`src/rtl/sonar_echo_emulator.sv`:
```
// sonar_echo_emulator: HC-SR04-style sensor stand-in answering a validated trigger with a programmed-width echo.
// Define SONAR_EMU_TRIG_SYNC_EN to pass trig through a two-flop synchronizer (adds 2 cycles of trig latency).
module sonar_echo_emulator #(
    parameter int MIN_TRIG    = 500,
    parameter int BURST_DELAY = 23000,
    parameter int MAX_ECHO    = 1900000,
    parameter int HOLDOFF     = 500,
    parameter int CW          = 21
) (
    input  logic          clk,
    input  logic          rst,
    input  logic          trig,
    input  logic [CW-1:0] echo_len,
    output logic          echo,
    output logic          busy,
    output logic          done,
    output logic          trig_err
);
    localparam logic [2:0] S_IDLE    = 3'd0;
    localparam logic [2:0] S_TRIG_HI = 3'd1;
    localparam logic [2:0] S_BURST   = 3'd2;
    localparam logic [2:0] S_ECHO    = 3'd3;
    localparam logic [2:0] S_HOLDOFF = 3'd4;
    localparam logic [CW-1:0] MIN_C   = CW'(MIN_TRIG);
    localparam logic [CW-1:0] BURST_C = CW'(BURST_DELAY - 1);
    localparam logic [CW-1:0] MAX_C   = CW'(MAX_ECHO);
    localparam logic [CW-1:0] HOLD_C  = CW'(HOLDOFF - 1);

    logic          w_trig_s;
    logic [CW-1:0] w_len_sel;
    logic [2:0]    r_state;
    logic [CW-1:0] r_cnt;
    logic [CW-1:0] r_len;
    logic          r_trig_q;
    logic          r_echo;
    logic          r_done;
    logic          r_trig_err;

`ifdef SONAR_EMU_TRIG_SYNC_EN
    logic [1:0] r_sync;
    always_ff @(posedge clk) begin
        if (rst) r_sync <= 2'b11;
        else     r_sync <= {r_sync[0], trig};
    end
    assign w_trig_s = r_sync[1];
`else
    assign w_trig_s = trig;
`endif

    // Zero or out-of-range lengths behave like a real sensor seeing no object.
    assign w_len_sel = (echo_len == '0 || echo_len > MAX_C) ? MAX_C : echo_len;

    always_ff @(posedge clk) begin
        if (rst) begin
            r_state    <= S_IDLE;
            r_cnt      <= '0;
            r_len      <= '0;
            r_trig_q   <= 1'b1;
            r_echo     <= 1'b0;
            r_done     <= 1'b0;
            r_trig_err <= 1'b0;
        end else begin
            r_trig_q   <= w_trig_s;
            r_done     <= 1'b0;
            r_trig_err <= 1'b0;
            case (r_state)
                S_IDLE: begin
                    if (w_trig_s && !r_trig_q) begin
                        r_state <= S_TRIG_HI;
                        r_cnt   <= CW'(1);
                    end
                end
                S_TRIG_HI: begin
                    if (w_trig_s) begin
                        r_cnt <= (r_cnt < MIN_C) ? r_cnt + 1'b1 : r_cnt;
                    end else if (r_cnt >= MIN_C) begin
                        r_state <= S_BURST;
                        r_cnt   <= '0;
                        r_len   <= w_len_sel;
                    end else begin
                        r_state    <= S_IDLE;
                        r_cnt      <= '0;
                        r_trig_err <= 1'b1;
                    end
                end
                S_BURST: begin
                    if (r_cnt == BURST_C) begin
                        r_state <= S_ECHO;
                        r_cnt   <= '0;
                        r_echo  <= 1'b1;
                    end else begin
                        r_cnt <= r_cnt + 1'b1;
                    end
                end
                S_ECHO: begin
                    if (r_cnt == r_len - 1'b1) begin
                        r_state <= S_HOLDOFF;
                        r_cnt   <= '0;
                        r_echo  <= 1'b0;
                        r_done  <= 1'b1;
                    end else begin
                        r_cnt <= r_cnt + 1'b1;
                    end
                end
                S_HOLDOFF: begin
                    if (r_cnt == HOLD_C) begin
                        r_state <= S_IDLE;
                        r_cnt   <= '0;
                    end else begin
                        r_cnt <= r_cnt + 1'b1;
                    end
                end
                default: begin
                    r_state <= S_IDLE;
                    r_cnt   <= '0;
                end
            endcase
        end
    end

    assign echo     = r_echo;
    assign busy     = (r_state != S_IDLE);
    assign done     = r_done;
    assign trig_err = r_trig_err;
endmodule

```
`config.mk`:
```
export PLATFORM = sky130hd
export DESIGN_NAME = sonar_echo_emulator
export DESIGN_NICKNAME = d
export VERILOG_FILES = /design/src/rtl/sonar_echo_emulator.sv
export SDC_FILE = /design/constraint.sdc
export NUM_CORES = 1
export LEC_CHECK = 0
export ABC_AREA = 0
export CAP_MARGIN = 15
export CORE_MARGIN = 1
export CORE_UTILIZATION = 37
export CTS_BUF_LIST = sky130_fd_sc_hd__clkbuf_2 sky130_fd_sc_hd__clkbuf_4 sky130_fd_sc_hd__clkbuf_8
export DETAILED_ROUTE_END_ITERATION = 10
export PLACE_DENSITY = 0.54
export SYNTH_ARGS = -nofsm -noshare
export SYNTH_HDL_FRONTEND = slang
export SYNTH_SLANG_ARGS = --single-unit
```
`constraint.sdc`:
```
create_clock -name clk -period 3 [get_ports clk]
set_clock_uncertainty 0.05 [all_clocks]
set_input_delay 0.3 -clock clk [delete_from_list [all_inputs] [get_ports clk]]
set_output_delay 0.3 -clock clk [all_outputs]
set_load 0.02 [all_outputs]
```
==> results.yml, run 1 <==
outcome:
  outcome: "completed"
clocking:
  clockRootBuffer: "clkbuf_8"
  cts_tree: "built"
  clk_transition_reported_paths_ns: 0.09
  cts_sinks: 49
  h-tree-depth: 2
  numCtsBuffers: 5
  cts_buffer_depth: 2
  clock_latency_ns: 0.30
  hold_buffers: 0
timing:
  tightest_slew_ns: 0.706
  rsz0062_at_grt: "true"
  setup_violations: 0
  fin_crit_ns: 2.88
  whs_ns: 0.487
  relSlewSlack: 0.529
  hold_viol_final: 0
  drv_slew: 0
  fin_crit_sh: 0.961
  setup_tns_ns: 0
  fmax_mhz: 347
detailed_routing:
  drt-pass1-iter-count: 4
  drt_drc_violations_left: 0
  drtIter0Drc: 122
  vias: 3048
  ant_nets: 0
  vias_per_cell: 5.58
  wirelength_um: 8840
  wire_per_inst_um: 16.2
worst_setup_path:
  start_kind: "flip-flop"
  critPathRequiredTime_ns: 3.15
  cp_max_fo: 11
  cp.arrival_ns: 3.03
  crit_type: "reg2reg"
  critPathCaptureType: "flip-flop"
hold_path:
  min-delay-path-class: "reg2reg"
synthesis:
  synthFlopType: "dfxtp_1"
  yosys.area.top_type: "dfxtp_1"
  synth.distinct_cells: 67
  syn-instance-count: 391
  synth.top_cell.area_share: 0.314
  syn_area_per_cell_um2: 8.00
  synthTopCellsByArea: "dfxtp_1 31%, xnor2_1 5.9%, nor2_1 5.4%"
  yosysWarnings: 0
  synth_edf_count: 0
  async_reset_ff_frac: 0
  yosysSeqAreaShare: 0.314
  synth.cell_area_um2: 3130
  yosysMostFrequentCell: "dfxtp_1"
  ys_ff_latch: 49
  syn-num-nets: 418
  synthTopCellsByCount: "49 x dfxtp_1, 45 x nor2_1, 34 x nand2_1"
floorplanning:
  die_y_um: 93.9
  fp-row-count: 33
  core_um2: 8220
  dieWidth_um: 93.9
  fp.dieArea_um2: 8830
  ioPinCount: 28
  start_util: 0.381
global_routing:
  grt_max_degree: 28
  track_usage: 0.217
  grt_overflow: 0
  grt_pass1_vias: 2891
  antenna_found_initial: 0
  grt_pass1_wl_um: 14700
place:
  dp_hpwl_um: 7070
  port_buffers: 27
  dp.cells: 538
  routabilityCongestion: 0.879
flow_run:
  drv_cap: 0
power_and_ir_drop:
  power_density_nw_per_um2: 325
  peakVddDrop_v: 0.000249
  p_leak_nw: 1.46
finish:
  fillers: 846
  drive_gt1_frac: 0.152
  final_cells: 546
  nNetsFinal: 467
  area_growth_pct: 23.3
  antenna_cells: 0
==> worst max-delay path, cell delays in order, from the launching register on <==
cell	delay [ns]
dfxtp_1	0.33
or4_4	0.54
nor4_4	0.34
nand3_2	0.18
a41oi_4	0.32
a2111oi_2	0.11
buf_4	0.19
a21oi_1	0.16
nand2_1	0.11
buf_12	0.15
o311ai_1	0.30
==> cell families (layout without fill, tap and decap cells) <==
kind of cell | after synthesis | after routing | synth area share
simple gates | 175 | 175 | 0.297
compound gates | 87 | 87 | 0.217
flops | 49 | 49 | 0.314
buf+inv | 41 | 91 | 0.0568
xor+xnor | 31 | 31 | 0.0868
mux | 5 | 5 | 0.0168
fa+ha+maj | 3 | 3 | 0.0120
==> cell type report <==
class | instances | area, um2 | area share
Clock buffer | 7 | 90.1 | 0.0234
Tap cell | 105 | 131 | 0.0341
Sequential cell | 49 | 981 | 0.254
Inverter | 19 | 71.3 | 0.0185
Clock inverter | 1 | 30.0 | 0.00778
Timing Repair Buffer | 64 | 561 | 0.145
Multi-Input combinational cell | 301 | 1990 | 0.517
==> cell usage in the layout (no fill, tap or decap), types with 3 or more instances in the layout <==
| cell | count |
|---|---|
| o21ai_1 | 7 |
| nand3_1 | 15 |
| nor2b_1 | 4 |
| or3_1 | 4 |
| nor3_1 | 12 |
| clkdlybuf4s50_1 | 27 |
| a21oi_1 | 12 |
| nor4_1 | 11 |
| o21ai_0 | 4 |
| nand2_1 | 34 |
| inv_1 | 19 |
| nor2_1 | 45 |
| a22o_1 | 3 |
| o2111ai_1 | 3 |
| nand4_1 | 8 |
| buf_4 | 36 |
| o311ai_1 | 5 |
| xor2_1 | 10 |
| mux2i_1 | 3 |
| nand2b_1 | 6 |
| ha_1 | 3 |
| and2_1 | 3 |
| dfxtp_1 | 49 |
| o31ai_1 | 5 |
| a22oi_1 | 8 |
| xnor2_1 | 21 |
| or4_1 | 5 |
| clkbuf_8 | 6 |
| a211oi_1 | 15 |
| and3_1 | 8 |
| nor4_2 | 4 |
==> metal layers <==
layer	track usage	vias to the layer above	wire [um]
met2	0.359	71	4170
li1	-	1547	-
met1	0.291	1417	4220
met4	0.0641	0	161
met5	0	-	0
met3	0.0307	13	291
==> what timing repair did <==
item | CTS | global route
endpoints found under the setup margin | 1 | 17
buffers inserted | 0 | 0
pin swaps | 0 | 0
resized for setup | 1 | 4
==> stage by stage <==
stage	cell area, um2	setup slack [ns]	util	power (mW)
CTS	3830	0.0367	0.467	1.27
finish	3860	0.116	0.469	1.25
detailed placement	3710	-0.00560	0.452	0.762
global placement	3710	-0.0403	0.452	0.761
floorplan	3130	0.0752	-	0.705
global route	3860	-0.0626	0.469	1.31
==> registers in the layout, summed over array words and instances (netlist names) <==
signal    cells
r_len        21
echo          1
r_state       3
done          1
r_cnt        21
r_trig_q      1
trig_err      1
==> where the power goes <==
part | switching, mW | internal (mW)
Sequential | 0.00172 | 0.652
Clock | 0.226 | 0.281
Combinational | 0.0466 | 0.0462
==> worst paths after layout <==
kind | from | endpoint | slack, ns | cells after the start
worst max-delay path | r_cnt[10] | r_cnt[9] | 0.12 | 10
worst min-delay path | r_len[20] | r_len[20] | 0.49 | 2
worst max register to register | r_cnt[10] | r_cnt[9] | 0.12 | 10
worst min register to register | r_len[20] | r_len[20] | 0.49 | 2
(Power assumes the default switching activity.)
==> run 2: changes to the inputs <==
--- a/config.mk
+++ b/config.mk
@@ -11,7 +11,7 @@
 export CORE_UTILIZATION = 37
 export CTS_BUF_LIST = sky130_fd_sc_hd__clkbuf_2 sky130_fd_sc_hd__clkbuf_4 sky130_fd_sc_hd__clkbuf_8
 export DETAILED_ROUTE_END_ITERATION = 10
-export PLACE_DENSITY = 0.54
+export PLACE_DENSITY = 0.69
 export SYNTH_ARGS = -nofsm -noshare
 export SYNTH_HDL_FRONTEND = slang
 export SYNTH_SLANG_ARGS = --single-unit
==> run 2 against run 1 <==
  * Register-to-register slack improved by 0.03 ns
  * Critical path depth decreased by 1
  * Hold slack about the same
  * Largest cell class unchanged
  * Largest power group unchanged
  * Highest routed layer unchanged
==> results.yml, run 2 (synthesized netlist as in run 1, its figures left out) <==
outcome:
  outcome: "completed"
floorplanning:
  fp-row-count: 33
  dieWidth_um: 93.9
  ioPinCount: 28
  fp.dieArea_um2: 8830
  start_util: 0.381
  die_y_um: 93.9
  core_um2: 8220
timing:
  tightest_slew_ns: 0.654
  drv_slew: 0
  setup_violations: 0
  relSlewSlack: 0.564
  whs_ns: 0.487
  fin_crit_ns: 2.86
  fin_crit_sh: 0.952
  rsz0062_at_grt: "false"
  hold_viol_final: 0
  setup_tns_ns: 0
  fmax_mhz: 350
place:
  dp.cells: 536
  routabilityCongestion: 0.957
  port_buffers: 27
  dpl_cell_area_um2: 3700
  dp_hpwl_um: 6690
power_and_ir_drop:
  p_clk_frac: 0.430
  p_seq_frac: 0.498
  power_density_nw_per_um2: 336
  p_leak_nw: 1.47
  power.switching_mw: 0.281
  p_int_mw: 1.03
  p_sw_frac: 0.214
  combPwrFrac: 0.072
  peakVddDrop_v: 0.000231
clocking:
  clockRootBuffer: "clkbuf_8"
  numCtsBuffers: 5
  h-tree-depth: 2
  cts_sinks: 49
  clock_latency_ns: 0.31
  hold_buffers: 0
  clk_transition_reported_paths_ns: 0.10
  cts_tree: "built"
  cts_buffer_depth: 2
global_routing:
  grt_max_degree: 29
  grt_overflow: 0
  track_usage: 0.206
  antenna_found_initial: 0
  grt_pass1_wl_um: 14000
  grt_pass1_vias: 2850
worst_setup_path:
  crit_type: "reg2reg"
  max_stage_delay_ns: 0.55
  critical_path.top_delay_family: "simple AND/OR/NAND/NOR gates"
  critPathCaptureType: "flip-flop"
  cp_max_fo: 7
  critPathRequiredTime_ns: 3.17
  path_buf_inv: 1
  slowest_stage: "or4_1"
  cp_cell_sequence: "or4_1 -> buf_4 -> o21ai_0 -> or4b_1 -> a21oi_1 -> o2111a_2 -> a21oi_2 -> or2_1 -> and3_1"
  cp.arrival_ns: 3.02
  start_kind: "flip-flop"
finish:
  nNetsFinal: 467
  final_area_um2: 3910
  drive_gt1_frac: 0.159
  top_regs: "r_cnt: 21 flops, r_len: 21 flops, r_state: 3 flops"
  final_common_cell: "dfxtp_1"
  multi_input_area_um2: 2020
  fillers: 808
  finish.utilization: 0.476
  final_cells: 546
  area_growth_pct: 24.9
  final-seq-area_um2: 982
  antenna_cells: 0
  layout_common_cells: "48 x dfxtp_1, 45 x nor2_1, 35 x buf_4, 33 x nand2_1, 27 x clkdlybuf4s50_1"
hold_path:
  min-delay-path-class: "reg2reg"
flow_run:
  drv_cap: 0
detailed_routing:
  vias: 3055
  drt-pass1-iter-count: 4
  wire_per_inst_um: 15.5
  ant_nets: 0
  drt_drc_violations_left: 0
  wirelength_um: 8490
  vias_per_cell: 5.60
  drtIter0Drc: 135
==> run 2: final timing paths <==
path	start	end	slack [ns]	cells after the start
min	r_len[20]	r_len[20]	0.49	2
max reg2reg	r_len[0]	echo	0.14	9
min reg2reg	r_len[20]	r_len[20]	0.49	2
max	r_len[0]	echo	0.14	9
==> run 2: final cells by class <==
cell class,count,area share
Multi-Input combinational cell,301,0.518
Sequential cell,49,0.251
Timing Repair Buffer,64,0.144
Tap cell,105,0.0336
Inverter,19,0.0183
Clock buffer,5,0.0176
Clock inverter,3,0.0167
==> run 2: power by group through the flow <==
stage	Clock [mW]	Combinational (mW)	Sequential [mW]
after floorplan	0	0.0360	0.669
after global placement	0	0.0932	0.669
after detailed placement	0	0.0942	0.669
after CTS	0.575	0.0943	0.654
after global routing	0.602	0.103	0.654
final	0.564	0.0950	0.654
==> run 2: through the flow <==
stage               power, mW  setup slack (ns)
CTS                      1.32            0.0512
global placement        0.762           -0.0339
global route             1.36           0.00173
detailed placement      0.763            0.0773
floorplan               0.705            0.0752
finish                   1.31             0.143
==> run 2: per-layer routing <==
metal  track usage  vias to the layer above  wire length [um]
met5             0                        -                 0
met4        0.0679                        0               165
met3        0.0332                       18               552
met2         0.336                       88              4010
met1         0.275                     1418              3760
li1              -                     1531                 -
==> run 2: worst register-to-register path, cell delays in order, from the launching register on <==
cell and delay [ns]:
dfxtp_2 0.35, or4_1 0.55, buf_4 0.19, o21ai_0 0.15, or4b_1 0.44, a21oi_1 0.16, o2111a_2 0.29, a21oi_2 0.12
or2_1 0.28, and3_1 0.18
==> run 2: timing repair <==
item	CTS	global route
hold endpoints to repair	0	0
gates resized for setup	0	12
endpoints found under the setup margin	0	24
setup buffers	0	2
==> run 3: changes to the inputs <==
--- a/config.mk
+++ b/config.mk
@@ -8,10 +8,9 @@
 export ABC_AREA = 0
 export CAP_MARGIN = 15
 export CORE_MARGIN = 1
-export CORE_UTILIZATION = 37
-export CTS_BUF_LIST = sky130_fd_sc_hd__clkbuf_2 sky130_fd_sc_hd__clkbuf_4 sky130_fd_sc_hd__clkbuf_8
+export CORE_UTILIZATION = 35
 export DETAILED_ROUTE_END_ITERATION = 10
-export PLACE_DENSITY = 0.69
+export PLACE_DENSITY = 0.67
 export SYNTH_ARGS = -nofsm -noshare
 export SYNTH_HDL_FRONTEND = slang
 export SYNTH_SLANG_ARGS = --single-unit
==> run 3 against run 2 <==
  * Via count decreased by 1.4%
  * Routed wire length increased by 0.42%
  * Cell count decreased by 0.37%
  * Register-to-register slack improved by 0.05 ns
  * Hold slack got worse by 0.017 ns
  * Count of clock-buffer cells in the layout increased by 2
  * Combinational power decreased by 1%
  * Total power decreased by 10%
  * Sequential power about the same
  * Core utilization decreased by 3.4 points
==> results.yml, run 3 (synthesized netlist as in run 1, its figures left out) <==
power_and_ir_drop:
  peakVddDrop_v: 0.000182
  p_leak_nw: 1.43
  power_density_nw_per_um2: 307
timing:
  tightest_slew_ns: 0.649
  relSlewSlack: 0.567
  setup_tns_ns: 0
  rsz0062_at_grt: "false"
  fmax_mhz: 356
  drv_slew: 0
  fin_crit_sh: 0.936
  fin_crit_ns: 2.81
  hold_viol_final: 0
  setup_violations: 0
global_routing:
  grt_pass1_vias: 2959
  grt_max_degree: 28
  grt_pass1_wl_um: 13900
  grt_overflow: 0
  track_usage: 0.198
  antenna_found_initial: 0
floorplanning:
  ioPinCount: 28
  start_util: 0.360
  dieWidth_um: 96.5
  die_y_um: 96.5
  core_um2: 8680
  fp-row-count: 34
  fp.dieArea_um2: 9320
finish:
  final_cells: 544
  top_regs: "r_cnt: 21 flops, r_len: 21 flops, r_state: 3 flops"
  fillers: 910
  antenna_cells: 0
  drive_gt1_frac: 0.149
  layout_common_cells: "48 x dfxtp_1, 45 x nor2_1, 34 x nand2_1, 31 x buf_4, 27 x clkdlybuf4s50_1"
  nNetsFinal: 462
  area_growth_pct: 22.4
  final_common_cell: "dfxtp_1"
worst_setup_path:
  cp_max_fo: 5
  cp.arrival_ns: 2.97
  path_buf_inv: 1
  start_kind: "flip-flop"
  slowest_stage: "or4_1"
  crit_type: "reg2reg"
  cp_cell_sequence: "inv_1 -> ha_1 -> nor3b_2 -> nand2_1 -> or4_1 -> a221oi_2 -> o2111a_2 -> a21oi_2 -> or2_1 -> and3_1"
  critPathRequiredTime_ns: 3.16
  critPathCaptureType: "flip-flop"
  max_stage_delay_ns: 0.54
  critical_path.top_delay_family: "simple AND/OR/NAND/NOR gates"
detailed_routing:
  wirelength_um: 8520
  vias: 3011
  ant_nets: 0
  drtIter0Drc: 135
  wire_per_inst_um: 15.7
  drt-pass1-iter-count: 4
  drt_drc_violations_left: 0
  vias_per_cell: 5.53
place:
  port_buffers: 27
  dp_hpwl_um: 6810
  dp.cells: 536
  routabilityCongestion: 0.952
clocking:
  numCtsBuffers: 5
  h-tree-depth: 2
  clock_latency_ns: 0.31
  cts_tree: "built"
  clockRootBuffer: "clkbuf_8"
  cts_buffer_depth: 2
  cts_sinks: 49
  clk_transition_reported_paths_ns: 0.09
  hold_buffers: 0
  cts_setup_buffers: 0
  post_cts_resized: 0
flow_run:
  drv_cap: 0
hold_path:
  min-delay-path-class: "reg2reg"
outcome:
  outcome: "completed"
-- run 3: changes by cell type in the layout (fill, tap and decap cells not counted), moves of 2 or more --
cell	delta
clkbuf_8	+2
nor4_2	+3
nor4_1	-2
buf_4	-4
bufinv_16	-2
-- run 3: worst reg2reg max path, cell delays in order (launching register included) --
cell,delay [ns]
dfxtp_1,0.36
inv_1,0.07
ha_1,0.19
nor3b_2,0.22
nand2_1,0.15
or4_1,0.54
a221oi_2,0.29
o2111a_2,0.31
a21oi_2,0.11
or2_1,0.26
and3_1,0.17
-- run 3: metal layers --
layer  wire, um  global-route usage  vias up  share of wire
li1           -                   -     1523              -
met1       3810               0.251     1410           0.45
met2       4150               0.351       66           0.49
met3        449              0.0258       12          0.053
met4        114              0.0527        0          0.013
met5          0                   0        -              0
-- run 3: report_power, final --
| part | switching (mW) | internal, mW | leakage (nW) |
|---|---|---|---|
| logic | 0.0464 | 0.0475 | 0.976 |
| clock network | 0.219 | 0.209 | 0.0542 |
| registers | 0.00170 | 0.652 | 0.396 |
-- run 3: path summary, 6_finish.rpt --
check            start   endpoint  slack, ns  depth (start not counted)
max           r_len[0]       echo       0.19                         10
min          r_len[20]  r_len[20]       0.47                          2
max reg2reg   r_len[0]       echo       0.19                         10
min reg2reg  r_len[20]  r_len[20]       0.47                          2
-- run 3: layout make-up --
type | count | area [um2] | share of cell area
timing repair buffer | 59 | 523 | 0.137
tap | 108 | 135 | 0.0353
inverter | 19 | 71.3 | 0.0186
clock buffer | 7 | 96.3 | 0.0252
multi-input combinational | 301 | 2020 | 0.527
sequential | 49 | 982 | 0.256
clock inverter | 1 | 5.00 | 0.00131
-- run 3: per-stage QoR --
| step | power (mW) | instance area (um2) | setup WS (ns) | utilization | hold WS (ns) |
|---|---|---|---|---|---|
| after global placement | 0.762 | 3680 | 0.0423 | 0.424 | 0.458 |
| after detailed placement | 0.763 | 3680 | 0.0623 | 0.424 | 0.461 |
| after CTS | 1.19 | 3780 | 0.0345 | 0.436 | 0.472 |
| final | 1.18 | 3830 | 0.193 | 0.441 | 0.470 |
| after floorplan | 0.705 | 3130 | 0.0752 | - | 0.370 |
| after global routing | 1.21 | 3830 | 0.00347 | 0.441 | 0.491 |
